**config.mk**
```make
export PLATFORM = sky130hd
export DESIGN_NAME = rgb_led_sequencer
export DESIGN_NICKNAME = d
export VERILOG_FILES = /design/src/rtl/rgb_led_pkg.sv /design/src/rtl/rgb_tick_gen.sv /design/src/rtl/rgb_led_sequencer.sv
export SDC_FILE = /design/constraint.sdc
export NUM_CORES = 1
export LEC_CHECK = 0
export ABC_AREA = 1
export CAP_MARGIN = 20
export CORE_MARGIN = 10
export CORE_UTILIZATION = 34
export CTS_BUF_LIST = sky130_fd_sc_hd__clkbuf_4 sky130_fd_sc_hd__clkbuf_8
export DETAILED_ROUTE_END_ITERATION = 7
export GPL_TIMING_DRIVEN = 0
export SLEW_MARGIN = 20
export SYNTH_ARGS = -nofsm -noshare
export SYNTH_HDL_FRONTEND = slang
export SYNTH_SLANG_ARGS = --single-unit
```
**constraint.sdc**
```tcl
create_clock -name clk -period 6.5 [get_ports clk]
set_clock_uncertainty 0.15 [all_clocks]
set_input_delay 1.3 -clock clk [delete_from_list [all_inputs] [get_ports clk]]
set_output_delay 1.3 -clock clk [all_outputs]
set_load 0.03 [all_outputs]
```
**src/rtl/rgb_led_pkg.sv**
```systemverilog
// Shared types and helpers for the RGB LED pattern sequencer.
package rgb_led_pkg;

    localparam int CH_W    = 8;
    localparam int COLOR_W = 3 * CH_W;

    typedef enum logic [1:0] {
        ST_IDLE,
        ST_LOAD,
        ST_FADE,
        ST_HOLD
    } state_e;

    // Move one 8-bit channel a single LSB toward its target; saturates at the target.
    function automatic logic [CH_W-1:0] ch_toward(
        input logic [CH_W-1:0] cur,
        input logic [CH_W-1:0] tgt
    );
        logic [CH_W-1:0] res;
        res = cur;
        if (cur < tgt) begin
            res = cur + CH_W'(1);
        end else if (cur > tgt) begin
            res = cur - CH_W'(1);
        end
        return res;
    endfunction

    // Apply ch_toward to each of the R, G and B channels independently.
    function automatic logic [COLOR_W-1:0] color_toward(
        input logic [COLOR_W-1:0] cur,
        input logic [COLOR_W-1:0] tgt
    );
        logic [COLOR_W-1:0] res;
        res = cur;
        for (int ch = 0; ch < 3; ch++) begin
            res[ch*CH_W +: CH_W] = ch_toward(cur[ch*CH_W +: CH_W], tgt[ch*CH_W +: CH_W]);
        end
        return res;
    endfunction

endpackage

```
**src/rtl/rgb_tick_gen.sv**
```systemverilog
// Tick prescaler: one-cycle tick every TICK_DIV enabled clocks, clearable.
module rgb_tick_gen #(
    parameter int TICK_DIV = 27000
) (
    input  logic clk,
    input  logic rst,
    input  logic i_clear,
    input  logic i_enable,
    output logic o_tick
);

    localparam int               CNT_W = $clog2(TICK_DIV);
    localparam logic [CNT_W-1:0] LAST  = CNT_W'(TICK_DIV - 1);

    logic [CNT_W-1:0] r_cnt;
    logic             w_at_last;

    assign w_at_last = (r_cnt == LAST);

    // Count 0..TICK_DIV-1 while enabled; a clear restarts the period from zero.
    always_ff @(posedge clk or posedge rst) begin
        if (rst) begin
            r_cnt <= '0;
        end else if (i_clear) begin
            r_cnt <= '0;
        end else if (i_enable) begin
            r_cnt <= w_at_last ? '0 : r_cnt + CNT_W'(1);
        end
    end

    assign o_tick = i_enable && !i_clear && w_at_last;

endmodule

```
**src/rtl/rgb_led_sequencer.sv**
```systemverilog
// Pattern sequencer in front of RgbLed: plays stored colour/dwell/blink/fade steps.
module rgb_led_sequencer
    import rgb_led_pkg::*;
#(
    parameter  int N_STEPS  = 8,
    parameter  int TICK_DIV = 27000,
    parameter  int DWELL_W  = 16,
    localparam int IDX_W    = $clog2(N_STEPS),
    localparam int NUM_W    = IDX_W + 1
) (
    input  logic               clk,
    input  logic               rst,
    input  logic               start,
    input  logic               stop,
    input  logic               loop_en,
    input  logic [NUM_W-1:0]   num_steps,
    input  logic               wr_en,
    input  logic [IDX_W-1:0]   wr_addr,
    input  logic [COLOR_W-1:0] wr_color,
    input  logic [DWELL_W-1:0] wr_dwell,
    input  logic               wr_blink,
    input  logic               wr_fade,
    output logic [COLOR_W-1:0] rgb_out,
    output logic               blink_out,
    output logic               busy,
    output logic [IDX_W-1:0]   step_idx,
    output logic               done
);

    typedef struct packed {
        logic [COLOR_W-1:0] color;
        logic [DWELL_W-1:0] dwell;
        logic               blink;
        logic               fade;
    } step_t;

    localparam logic [NUM_W-1:0] MAX_STEPS = NUM_W'(N_STEPS);

    step_t              r_table [N_STEPS];
    state_e             r_state;
    state_e             w_next_state;
    logic [IDX_W-1:0]   r_step_idx;
    logic [NUM_W-1:0]   r_num_steps;
    logic [DWELL_W-1:0] r_dwell_cnt;
    logic [DWELL_W-1:0] r_dwell;
    logic [COLOR_W-1:0] r_tgt_color;
    logic               r_hold_blink;
    logic [COLOR_W-1:0] r_rgb;
    logic               r_blink;
    logic               r_done;

    step_t              w_rd_step;
    logic               w_busy;
    logic               w_tick;
    logic               w_start_ok;
    logic [NUM_W-1:0]   w_num_clamped;
    logic [DWELL_W-1:0] w_dwell_eff;
    logic               w_dwell_done;
    logic               w_last_step;
    logic               w_fade_done;

    assign w_busy        = (r_state != ST_IDLE);
    assign w_rd_step     = r_table[r_step_idx];
    assign w_start_ok    = start && !stop && (num_steps != '0) && (r_state == ST_IDLE);
    assign w_num_clamped = (num_steps > MAX_STEPS) ? MAX_STEPS : num_steps;
    assign w_dwell_eff   = (r_dwell == '0) ? DWELL_W'(1) : r_dwell;
    assign w_dwell_done  = w_tick && (r_dwell_cnt == w_dwell_eff - DWELL_W'(1));
    assign w_last_step   = ({1'b0, r_step_idx} == r_num_steps - NUM_W'(1));
    assign w_fade_done   = (r_rgb == r_tgt_color);

    rgb_tick_gen #(
        .TICK_DIV (TICK_DIV)
    ) u_tick_gen (
        .clk      (clk),
        .rst      (rst),
        .i_clear  (w_start_ok),
        .i_enable (w_busy),
        .o_tick   (w_tick)
    );

    // Host write port into the step table; a same-cycle LOAD still sees the old entry.
    // NOTE: the table has no reset -- it is always written before playback, and a reset would prevent RAM mapping.
    always_ff @(posedge clk) begin
        if (wr_en) begin
            r_table[wr_addr] <= '{color: wr_color, dwell: wr_dwell, blink: wr_blink, fade: wr_fade};
        end
    end

    // State register.
    // NOTE: sequential blocks use <= so every register sees pre-edge values of the others.
    always_ff @(posedge clk or posedge rst) begin
        if (rst) begin
            r_state <= ST_IDLE;
        end else begin
            r_state <= w_next_state;
        end
    end

    // Next-state decode; stop overrides every other condition.
    // NOTE: the default assignment first means no path leaves w_next_state unassigned, so no latch.
    always_comb begin
        w_next_state = r_state;
        if (stop) begin
            w_next_state = ST_IDLE;
        end else begin
            case (r_state)
                ST_IDLE: if (w_start_ok) w_next_state = ST_LOAD;
                ST_LOAD: w_next_state = w_rd_step.fade ? ST_FADE : ST_HOLD;
                ST_FADE: if (w_fade_done) w_next_state = ST_HOLD;
                ST_HOLD: begin
                    if (w_dwell_done) begin
                        w_next_state = (w_last_step && !loop_en) ? ST_IDLE : ST_LOAD;
                    end
                end
            endcase
        end
    end

    // Playback datapath: output colour/blink, step index, dwell counter and done pulse.
    always_ff @(posedge clk or posedge rst) begin
        if (rst) begin
            r_rgb        <= '0;
            r_blink      <= 1'b0;
            r_done       <= 1'b0;
            r_step_idx   <= '0;
            r_num_steps  <= '0;
            r_dwell_cnt  <= '0;
            r_dwell      <= '0;
            r_tgt_color  <= '0;
            r_hold_blink <= 1'b0;
        end else begin
            r_done <= 1'b0;
            if (stop) begin
                r_rgb      <= '0;
                r_blink    <= 1'b0;
                r_step_idx <= '0;
            end else begin
                case (r_state)
                    ST_IDLE: begin
                        r_rgb      <= '0;
                        r_blink    <= 1'b0;
                        r_step_idx <= '0;
                        if (w_start_ok) begin
                            r_num_steps <= w_num_clamped;
                        end
                    end
                    ST_LOAD: begin
                        // Latch the step so host rewrites only affect its next LOAD.
                        r_tgt_color  <= w_rd_step.color;
                        r_dwell      <= w_rd_step.dwell;
                        r_hold_blink <= w_rd_step.blink;
                        r_dwell_cnt  <= '0;
                        if (w_rd_step.fade) begin
                            r_blink <= 1'b0;
                        end else begin
                            r_rgb   <= w_rd_step.color;
                            r_blink <= w_rd_step.blink;
                        end
                    end
                    ST_FADE: begin
                        if (w_fade_done) begin
                            r_blink     <= r_hold_blink;
                            r_dwell_cnt <= '0;
                        end else if (w_tick) begin
                            r_rgb <= color_toward(r_rgb, r_tgt_color);
                        end
                    end
                    ST_HOLD: begin
                        if (w_dwell_done) begin
                            if (w_last_step) begin
                                if (loop_en) begin
                                    r_step_idx <= '0;
                                end else begin
                                    r_done <= 1'b1;
                                end
                            end else begin
                                r_step_idx <= r_step_idx + IDX_W'(1);
                            end
                        end else if (w_tick) begin
                            r_dwell_cnt <= r_dwell_cnt + DWELL_W'(1);
                        end
                    end
                endcase
            end
        end
    end

    assign rgb_out   = r_rgb;
    assign blink_out = r_blink;
    assign busy      = w_busy;
    assign step_idx  = r_step_idx;
    assign done      = r_done;

endmodule
```
### Word-level counts from Yosys, hierarchy flattened

Memory sizes are Yosys's and may differ from the RTL's.
Cells that the tools add are included.

* register bits after elaboration: 107
* bits in writable memories: 336
* input bits: 55
* output and inout port bits: 30
* logic and storage cells: 123
* memories: 1

Memories
* r_table: words 8, width 42, rd ports 1, clocked after Yosys merged registers in 0, wr ports 1, RTL line rgb_led_sequencer.sv:39 `step_t r_table [N_STEPS];`

* $add $sub $neg: 11
* $lt $le $gt $ge: 7
* equal/unequal tests: 20
* muxes and demuxes: 43
* bitwise logic cells: 1
* reductions and logical operators: 27

Operators by type and width (count)
* two-way mux 24 bit: 4
* case mux 24 bit (3 select lines): 1
* two-way mux 16 bit: 4
* two-way mux 8 bit: 6
* case mux 16 bit (3 select lines): 1
* two-way mux 15 bit: 3
* adder 8 x 1 -> 8 bit, second input constant: 3
* equality test 24 bit: 1
* > comparator 8 bit: 3
* less-than comparator 8 bit: 3
* subtractor 8 x 1 -> 8 bit, second input constant: 3
* AND reduction 5 bit: 4
* adder 16 x 1 -> 16 bit, second input constant: 1
* equality test 16 bit: 1
* logical NOT 16 bit: 1
* inequality test 4 bit, second input constant: 4
* subtractor 16 x 1 -> 16 bit, second input constant: 1
* adder 15 x 1 -> 15 bit, second input constant: 1
* equality test 15 bit, second input constant: 1
* inequality test 3 bit, second input constant: 5
* two-way mux 1 bit: 12
* two-way mux 3 bit: 4
* AND reduction 3 bit: 3
* two-way mux 2 bit: 4
* 20 further kinds: 35

### Depth between registers and ports, before layout

* word-level depth: 11
* mapped depth: 23
* gate-level depth less buffers: 22

### Cells and area by module

Synthesis repeated with hierarchy kept, for this count alone.

* cell total of the unflattened synthesis: 1954
* area, all modules: 20358.3 µm²

Modules (own cells, without submodules)
* rgb_led_sequencer: times used 1, cells an instance 1811, area each 19372.3 µm², sequential area each 12391.9 µm²
* rgb_tick_gen: times used 1, cells an instance 143, area each 985.9 µm², sequential area each 375.4 µm²

### Least setup slack after synthesis

Ideal clock, no wire load.

* path type: input port to flip-flop
* start: input port wr_addr[0]
* end: memory r_table[0][0] (netlist bit), enable pin
* library setup time: 0.442 ns
* data arrival time: 3.209 ns
* data required time: 5.908 ns
* setup slack: 2.699 ns
* cell stages on the path: 3
* buffers on the path: 0
* cell sequence: inv_1 nand2_1 nor2_1

RTL lines
* from (decl): RTL line rgb_led_sequencer.sv:18 `input logic [IDX_W-1:0] wr_addr,`
* to (decl): RTL line rgb_led_sequencer.sv:39

No word-level cell before the write port.

### Worst setup path in the final report

* start: register r_state[0]
* end: output port busy

* longest elaborated chain between the ends: 1

RTL lines
* from (decl): RTL line rgb_led_sequencer.sv:40 `state_e r_state;`
* from (signal assigned): RTL line rgb_led_sequencer.sv:95 `r_state <= w_next_state;`
* nonzero test 2 bit: RTL line rgb_led_sequencer.sv:62 `assign w_busy = (r_state != ST_IDLE);`
* to (decl): RTL line rgb_led_sequencer.sv:25 `output logic busy,`

No other way between the ends.

==> reports/qor.yml <==
grt:
  antenna_found_initial: 9
  track_usage: 0.160
  grt-ovfl-total: 0
  first_global_vias: 14962
  grt_max_degree: 58
  grt_first_pass_wirelength_um: 87500
yosys:
  synthDistinctLibCells: 47
  synth_area_per_cell_um2: 10.6
  synth_area_mm2: 0.0202
  async_flop_share: 0.242
  synthCells: 1906
  synth-main-ff-cell: "edfxtp_1"
  yosysWarnings: 0
  synth_edf_count: 336
  ys_ff_latch: 443
  syn-num-nets: 2015
  seq_area_frac_synth: 0.631
sta:
  fmax_mhz: 261
  rsz0062_at_grt: "false"
  relSlewSlack: 0.392
  setup_tns_ps: 0
  final.period_utilization: 0.589
  tightest_slew_ps: 902
  slew_viol_final: 0
  setup_viol: 0
  hold_viol: 0
  period_minus_slack_ps: 3830
setup_path:
  worstPathRequired_ps: 5050
  crit_fanout: 5
  cp-start-kind: "register"
  cp-end-kind: "primary output"
  worstPathArrival_ps: 2380
  path_class: "reg -> out"
place:
  gp_congestion: 0.904
  dp_hpwl_um: 40400
  portBuffers: 84
floorplanning:
  io_pins: 85
  die_w_um: 264
  die_y_um: 264
  design.die.area_mm2: 0.0697
  rows: 89
  coreArea_mm2: 0.0590
  start_util: 0.343
status:
  status: "finished clean"
clocking:
  cts_tree: "yes"
  clockBufferDepth: 3
  hold_buffers: 0
  ctsRootBufferMaster: "clkbuf_8"
  cts_resized: 0
  cts_setup_buffers: 0
  htree_levels: 3
  clk-insertion-delay-late_ps: 650
  numClockSinks: 443
  cts_buffers: 75
  clk_pin_slew_ps: 60
layout:
  final_common_cell: "edfxtp_1"
  mostFrequentLayoutCells: "edfxtp_1, nand2_1, o21ai_0"
  area_delta_synth_final_pct: 18.6
  regArea_mm2: 0.0128
  fillers: 5662
  final_net_count: 2194
  multi_input_area_mm2: 0.00660
  final_core_util: 0.407
  drive_gt1_frac: 0.0835
power:
  ir_worst_vdd_mv: 0.126
  swShare: 0.338
  p_sw_w: 0.00270
  p_per_area_mw_per_mm2: 333
  pwr-share-clk: 0.306
  p_leak_nw: 9.15
  p_int_w: 0.00528
  power.share.sequential: 0.438
  comb_power_share: 0.256
route:
  drc: 0
  wl_per_cell_um: 19.7
  vias_per_cell: 5.22
  drt-initial-drc-count: 1282
  vias: 15229
  route.antenna.remaining_nets: 0
  dr.pass1.iters: 7
  wl_um: 57400
flow_run:
  maxCapViolations: 0
worst_hold_path:
  hold_path_class: "reg -> reg"
[sequential cells by signal (all words and copies together) (netlist names), 2 cells and up]
| name | count |
|---|---|
| u_tick_gen.r_cnt | 15 |
| r_table | 336 |
| r_num_steps | 4 |
| rgb_out | 24 |
| r_dwell_cnt | 16 |
| r_tgt_color | 24 |
| r_state | 2 |
| r_dwell | 16 |
| step_idx | 3 |
[logic make-up (layout without fill, tap and decap cells)]
group,count (synthesis),in the layout,share of synthesized area
mux,1,1,0.000495
fa+ha+maj,54,54,0.0345
simple gates,681,681,0.143
buf+inv,239,476,0.0459
xor+xnor,47,47,0.0207
compound gates,441,441,0.124
other cells,0,1,0
flops,443,443,0.631
[synth_stat cells, types with 7 or more instances]
cell type  instances  share of area
ha_1              51          0.032
xnor2_1            8         0.0035
inv_1            148          0.027
o221ai_1          51          0.022
nand3_1           75          0.019
nor2_1           237          0.044
nand4_1           27         0.0083
nor3_1            17         0.0042
nand2_1          290          0.054
buf_2              9         0.0022
dfrtp_1          107           0.13
xor2_1            38          0.016
o22ai_1           61          0.019
a21oi_1           36         0.0089
clkbuf_1          70          0.013
edfxtp_1         336           0.50
o21ai_0          272          0.067
o211ai_1           7         0.0026
[final timing paths]
check | endpoint | startpoint | cells after the start | slack (ps)
setup / recovery | busy | r_state[0] | 4 | 2670
hold / removal | r_tgt_color[20] | r_tgt_color[20] | 2 | 330
setup reg to reg | done | r_dwell[4] | 20 | 3090
hold reg to reg | r_tgt_color[20] | r_tgt_color[20] | 2 | 330
max in group asynchronous | r_dwell[2] | rst | 3 | 4630
min in group asynchronous | rgb_out[21] | rst | 2 | 910
[final cells by class]
class,instances,area share
Tap cell,773,0.0403
Buffer,88,0.0151
Timing Repair Buffer,102,0.0536
Clock buffer,100,0.0524
Clock inverter,35,0.00797
Sequential cell,443,0.532
Inverter,151,0.0238
Antenna cell,1,0.000104
Multi-Input combinational cell,1224,0.275
[metrics by stage]
step                cell area (um^2)  hold WS (ps)  setup WS, ps  total power, W  std cells
floorplan                      20200           303          2230         0.00489       1906
global placement               22000           317           248         0.00551       2763
detailed placement             22600           325          2560         0.00559       2781
CTS                            24000           339          2660         0.00804       2916
global route                   24000           361          2580         0.00845       2917
finish                         24000           335          2670         0.00798       2917
[power by group through the flow]
| stage | clock [W] | sequential, W | combinational (W) |
|---|---|---|---|
| 2_1_floorplan | 0 | 0.00356 | 0.00133 |
| 3_3_place_gp | 0 | 0.00355 | 0.00197 |
| 3_5_place_dp | 0 | 0.00355 | 0.00204 |
| 4_1_cts | 0.00250 | 0.00349 | 0.00205 |
| 5_1_grt | 0.00263 | 0.00352 | 0.00231 |
| 6_report | 0.00245 | 0.00349 | 0.00205 |
[worst max-delay path: stages, from the launching register on]
cell             delay, ps
dfrtp_1                420
inv_1                   90
ha_1                   270
inv_1                  220
clkdlybuf4s50_1        730
[per-layer routing]
metal  GRT usage  vias to the layer above  wire [um]
li1            -                     7127          -
met1       0.199                     7477      24100
met2       0.268                      511      27900
met3      0.0357                       98       4120
met4      0.0531                       16       1210
met5           0                        -        118
Power figures use the tool's default switching activity.
